## src/rtl/store_pkg.sv

```systemverilog
// Shared encodings and lane-merge helper for the store read-modify-write sequencer.
package store_pkg;

  localparam logic [1:0] SZ_ILL  = 2'd0;
  localparam logic [1:0] SZ_BYTE = 2'd1;
  localparam logic [1:0] SZ_HALF = 2'd2;
  localparam logic [1:0] SZ_WORD = 2'd3;

  typedef enum logic [2:0] {
    IDLE  = 3'd0,
    READ  = 3'd1,
    WRITE = 3'd2,
    DONE  = 3'd3,
    ERR   = 3'd4
  } state_e;

  // Register low lane(s) replace the low lane(s) of the fetched word; no shift on addr[1:0].
  function automatic logic [31:0] merge_word(input logic [31:0] memo,
                                             input logic [31:0] data,
                                             input logic [1:0]  size);
    logic [31:0] w_word;
    case (size)
      SZ_BYTE: w_word = {memo[31:8], data[7:0]};
      SZ_HALF: w_word = {memo[31:16], data[15:0]};
      default: w_word = data;
    endcase
    return w_word;
  endfunction

endpackage

```

## src/rtl/store_merge.sv

```systemverilog
// Combinational lane merge of the fetched memory word with the store operand.
module store_merge
  import store_pkg::*;
(
  input  logic [31:0] i_memo,
  input  logic [31:0] i_data,
  input  logic [1:0]  i_size,
  output logic [31:0] o_wdata
);

  assign o_wdata = merge_word(i_memo, i_data, i_size);

endmodule

```

## src/rtl/store_rmw_ctrl.sv

```systemverilog
// Multicycle store sequencer: partial stores run read-modify-write, word stores write directly.
module store_rmw_ctrl
  import store_pkg::*;
#(
  parameter int unsigned MEM_LAT = 1,
  parameter int unsigned ADDR_W  = 32
) (
  input  logic              i_clk,
  input  logic              i_reset,
  input  logic              i_req,
  input  logic [ADDR_W-1:0] i_req_addr,
  input  logic [31:0]       i_req_data,
  input  logic [1:0]        i_req_size,
  output logic              o_busy,
  output logic              o_done,
  output logic              o_err,
  output logic [ADDR_W-1:0] o_mem_addr,
  output logic              o_mem_wr,
  output logic [31:0]       o_mem_wdata,
  input  logic [31:0]       i_mem_rdata
);

  localparam int unsigned CNT_W = 3;

  state_e            r_state;
  state_e            w_state_nxt;
  logic [ADDR_W-1:0] r_addr;
  logic [31:0]       r_data;
  logic [1:0]        r_size;
  logic [31:0]       r_memo;
  logic [CNT_W-1:0]  r_cnt;
  logic [31:0]       r_wdata;
  logic [31:0]       w_merged;
  logic              w_accept;

  store_merge u_merge (
    .i_memo  (r_memo),
    .i_data  (r_data),
    .i_size  (r_size),
    .o_wdata (w_merged)
  );

  assign w_accept   = (r_state == IDLE) && i_req && (i_req_size != SZ_ILL);
  assign o_busy     = (r_state != IDLE);
  assign o_mem_addr = r_addr;

  always_comb begin
    w_state_nxt = r_state;
    o_mem_wr    = 1'b0;
    o_done      = 1'b0;
    o_err       = 1'b0;
    o_mem_wdata = r_wdata;
    unique case (r_state)
      IDLE: begin
        if (i_req) begin
          if (i_req_size == SZ_ILL) begin
            w_state_nxt = ERR;
          end else if (i_req_size == SZ_WORD) begin
            w_state_nxt = WRITE;
          end else begin
            w_state_nxt = READ;
          end
        end
      end
      READ: begin
        if (r_cnt == '0) begin
          w_state_nxt = WRITE;
        end
      end
      WRITE: begin
        o_mem_wr    = 1'b1;
        o_mem_wdata = w_merged;
        w_state_nxt = DONE;
      end
      DONE: begin
        o_done      = 1'b1;
        w_state_nxt = IDLE;
      end
      ERR: begin
        o_err       = 1'b1;
        w_state_nxt = IDLE;
      end
      default: w_state_nxt = IDLE;
    endcase
  end

  always_ff @(posedge i_clk) begin
    if (!i_reset) begin
      r_state <= IDLE;
      r_addr  <= '0;
      r_data  <= '0;
      r_size  <= '0;
      r_memo  <= '0;
      r_cnt   <= '0;
      r_wdata <= '0;
    end else begin
      r_state <= w_state_nxt;
      if (w_accept) begin
        r_addr <= i_req_addr;
        r_data <= i_req_data;
        r_size <= i_req_size;
        r_cnt  <= CNT_W'(MEM_LAT - 1);
      end
      if (r_state == READ) begin
        if (r_cnt == '0) begin
          r_memo <= i_mem_rdata;
        end else begin
          r_cnt <= r_cnt - 1'b1;
        end
      end
      // mem_wdata keeps showing the last written word once WRITE is left.
      if (r_state == WRITE) begin
        r_wdata <= w_merged;
      end
    end
  end

endmodule
```

## config.mk

```make
export PLATFORM = sky130hd
export DESIGN_NAME = store_rmw_ctrl
export DESIGN_NICKNAME = d
export VERILOG_FILES = /design/src/rtl/store_pkg.sv /design/src/rtl/store_merge.sv /design/src/rtl/store_rmw_ctrl.sv
export SDC_FILE = /design/constraint.sdc
export NUM_CORES = 1
export LEC_CHECK = 0
export CAP_MARGIN = 20
export CORE_MARGIN = 2
export CORE_UTILIZATION = 40
export DETAILED_ROUTE_END_ITERATION = 12
export PLACE_DENSITY = 0.73
export SLEW_MARGIN = 20
export SYNTH_ARGS = -nofsm -noshare
export SYNTH_HDL_FRONTEND = slang
export SYNTH_HIERARCHICAL = 1
export SYNTH_SLANG_ARGS = --single-unit
```

## constraint.sdc

```tcl
create_clock -name i_clk -period 4.2 [get_ports i_clk]
set_clock_uncertainty 0.15 [all_clocks]
set_input_delay 1.05 -clock i_clk [delete_from_list [all_inputs] [get_ports i_clk]]
set_output_delay 1.05 -clock i_clk [all_outputs]
set_load 0.02 [all_outputs]
```

Yosys cells after proc, flatten, opt, wreduce, memory -nomap -nowiden
Index checks and enable logic that the tools add are counted.
- register bits after elaboration: 136
- bits in latches: 0
- memory bits (writable): 0
- ROM bits: 0
- input bits: 101
- memories kept: 0
- add/sub/neg operators: 1
- multipliers: 0
- divide/modulo/power cells: 0
- $lt $le $gt $ge: 0
- eq/ne operators: 9
- shift operators: 0
- muxes and demuxes: 13
- bitwise operators: 0
- reductions and logical operators: 9
- operators with widths (operator ; number):
    $pmux W32 S2 ; 1
    $mux W32 ; 1
    $mux W3 ; 6
    $pmux W3 S3 ; 1
    $eq A3 B2 Y1 const B ; 2
    $logic_not A3 Y1 ; 2
    $eq A2 B2 Y1 const B ; 2
    $ne A2 B2 Y1 const B ; 2
    $reduce_and A2 Y1 ; 2
    $eq A3 B1 Y1 const B ; 1
    $eq A3 B3 Y1 const B ; 1
    $mux W1 ; 3
    $reduce_bool A3 Y1 ; 1
    $sub A3 B1 Y3 const B ; 1
    $eq A2 B1 Y1 const B ; 1
    $logic_and A1 B1 Y1 ; 2
    $logic_not A2 Y1 ; 1
    $mux W2 ; 1
    $reduce_bool A2 Y1 ; 1

Depth between registers and ports, before layout
- depth after elaboration: 6
- mapped depth: 7
- depth with buffers taken out: 6

Modules after synthesis
The synthesis kept the hierarchy.
- by module, submodules not included (module ; times used ; cells an instance ; area each (um2) ; sequential area each (um2)):
    store_rmw_ctrl ; 1 ; 595 ; 5425.2 ; 2722.6
    store_merge ; 1 ; 77 ; 435.4 ; 0.0

Worst setup path before layout
Ideal clock, no wire load.
- kind: register -> output
- start point: register r_size[0]
- end point: output o_mem_wdata[10]
- data arrival time: 1.508 ns
- setup slack: 1.492 ns
- stages on the path, launching flop included: 7
- buffers on the path: 1
- cells stage by stage: dfxtp_1 -> inv_1 -> ha_1 -> or2_1 -> buf_6 -> a22o_1 -> mux2_4
- word-level cells in the longest chain between the ends: 3
- elaborated cells on any way between the ends: 4
- those cells by class: 2 x eq/ne; 2 x mux
- RTL lines (element ; line ; text):
    from (decl) ; store_rmw_ctrl.sv:29 ; logic [1:0] r_size;
    from (signal assigned) ; store_rmw_ctrl.sv:101 ; r_size <= i_req_size;
    $eq A2 B2 Y1 or $eq A2 B1 Y1 (tied branches) ; store_pkg.sv:22 ; case (size)
    $pmux W32 S2 * ; store_pkg.sv:22 ;
    net w_merged[10] ; store_rmw_ctrl.sv:33 ; logic [31:0] w_merged;
    $mux W32 * ; -- ;
    to (decl) ; store_rmw_ctrl.sv:19 ; output logic [31:0] o_mem_wdata,
Mark *: on every way through the listed nets, which the timed path passes. The rest lies on a longest branch.

Worst setup path in the final report
Ends and elaborated chain as after synthesis.

==> metrics.yaml <==
first_pass_iters: 5
clkLatencyLatePin_ns: 0.42
cts_hold_buf: 0
fmax_mhz: 255
critPathKind: "flip-flop to primary output"
synth_area_sq_mm: 0.00558
dpl.hpwl_um: 10200
seq_area_sq_mm: 0.00256
critPathSlowestCell: "clkdlybuf4s50_1"
dr_total_vias: 5127
relSlewSlack_pct: 26.5
tightest_slew_ns: 1.10
fin_crit_ns: 3.92
reg2reg_slack_ns: 1.76
cts.path.max_buffers: 2
status: "completed"
grt_pass1_wl_um: 25000
insertedDiodeCount: 0
fin_tns_setup_ns: 0
critPathBufInv: 3
io_pins: 169
worst_ir_drop_vdd_mv: 0.276
routed_wl_um: 16300
worst-path-max-fanout: 17
htreeDepth: 4
die_area_sq_mm: 0.0149
synth.avg_cell_area_sq_um: 8.72
numCtsBuffers: 17
multi_input_area_sq_mm: 0.00262
initial_core_util_pct: 40.5
p_total_uw: 3610
cts_root_buf: "clkbuf_16"
drc: 0
clock_sinks: 128
path_delay_family: "buffers and inverters"
drive_gt1_share_pct: 10.8
viasPerCell: 5.41
cp.required_ns: 3.00
crit_chain: "inv_1 -> ha_1 -> buf_4 -> or2_1 -> a22o_1 -> mux2_4 -> clkdlybuf4s50_1"
num_rows: 43
maxCapViolCount: 0
cp.arrival_ns: 2.72
cts_resized: 0
period_share_pct: 93.4
hold_viol: 0
first_global_vias: 4916
grt_start_max_net_pins: 70
areaGrowthSynthToFinish_pct: 40.0
end_kind: "primary output"
ant_nets: 0
start_kind: "flip-flop"
setup_viol: 0
p_leak_uw: 0.00279
finalWeightedCongestion: 0.793
finalMaxSlewViolations: 0
die_w_um: 122
cts_setup_buffers: 0
hold_path.class: "flip-flop to flip-flop"
powerDensity_mw_per_mm2: 462
yosysWarnings: 6
rsz0062_at_grt: "false"
track_usage_pct: 21.6
tritoncts: "yes"
cp_slowest_stage_delay_ns: 0.56
syn_nets: 747
clkTransAtPathRegs_ns: 0.06
nets: 862
grt_antenna_before_repair: 0
port_buffers: 160
grt_overflow: 0
fillers: 1256
netlist_instances: 640
core_area_sq_mm: 0.0138
die_h_um: 122
drt_iter0_drc: 427
wl_per_cell_um: 17.2
## state kept, by name, summed over array words and instances, names as in the netlist
signal,cells
o_mem_addr,32
r_data,32
r_wdata,32
r_memo,24
r_cnt,3
r_state,3
r_size,2
## path summary, 6_finish.rpt
| kind | to | cells past startpoint | startpoint |
|---|---|---|---|
| worst max-delay path | o_mem_wdata[10] | 7 | r_size[0] |
| worst min-delay path | o_mem_addr[9] | 2 | o_mem_addr[9] |
| worst max register to register | r_state[1] | 5 | r_cnt[0] |
| worst min register to register | o_mem_addr[9] | 2 | o_mem_addr[9] |
## worst register-to-register path, stage by stage, from the launching register on
cell	delay, ns
dfxtp_1	0.31
inv_1	0.09
ha_1	0.19
nor2b_2	0.89
o21ai_0	0.30
a2111oi_0	0.40
## layout make-up
class,count,area share (%)
clock buffers,20,5.72
clock inverters,12,2.64
inverters,8,0.384
multi-input cells,427,33.5
flip-flops and latches,128,32.8
well taps,180,2.88
repair buffers,173,22.1
## per-stage QoR
stage | utilization [%] | instance area, sq um | worst slack (ns) | instances | hold WS [ns]
floorplan | - | 5580 | 1.49 | 640 | 0.296
global placement | 52.0 | 7160 | 0.730 | 916 | 0.301
detailed placement | 52.0 | 7160 | 0.736 | 916 | 0.317
CTS | 56.7 | 7810 | 0.277 | 948 | 0.323
global route | 56.7 | 7810 | 0.169 | 948 | 0.340
finish | 56.7 | 7810 | 0.276 | 948 | 0.324
## placed cells by master, fill, tap and decap left out, types with 8 or more instances in the layout
master             n
and2_1            32
a21oi_1           92
clkbuf_16         17
mux2_4            28
nand2_1           21
a22o_1             8
clkdlybuf4s50_1  160
o21ai_0          122
dfxtp_1          128
buf_4             11
nand3_1           91
## routing by layer
layer | share of wire, % | GRT usage (%) | vias to the layer above
li1 | - | - | 2481
met1 | 43 | 26.0 | 2456
met2 | 48 | 35.4 | 172
met3 | 7.7 | 7.49 | 18
met4 | 1.4 | 8.55 | 0
met5 | 0 | 0 | -
## where the power goes
part           total (uW)  switching (uW)  internal [uW]
Sequential           1330            41.2           1290
Clock                1630             561           1070
Combinational         646             369            277
Total                3610             971           2640
Note: power is estimated with default switching activity, not from simulation.
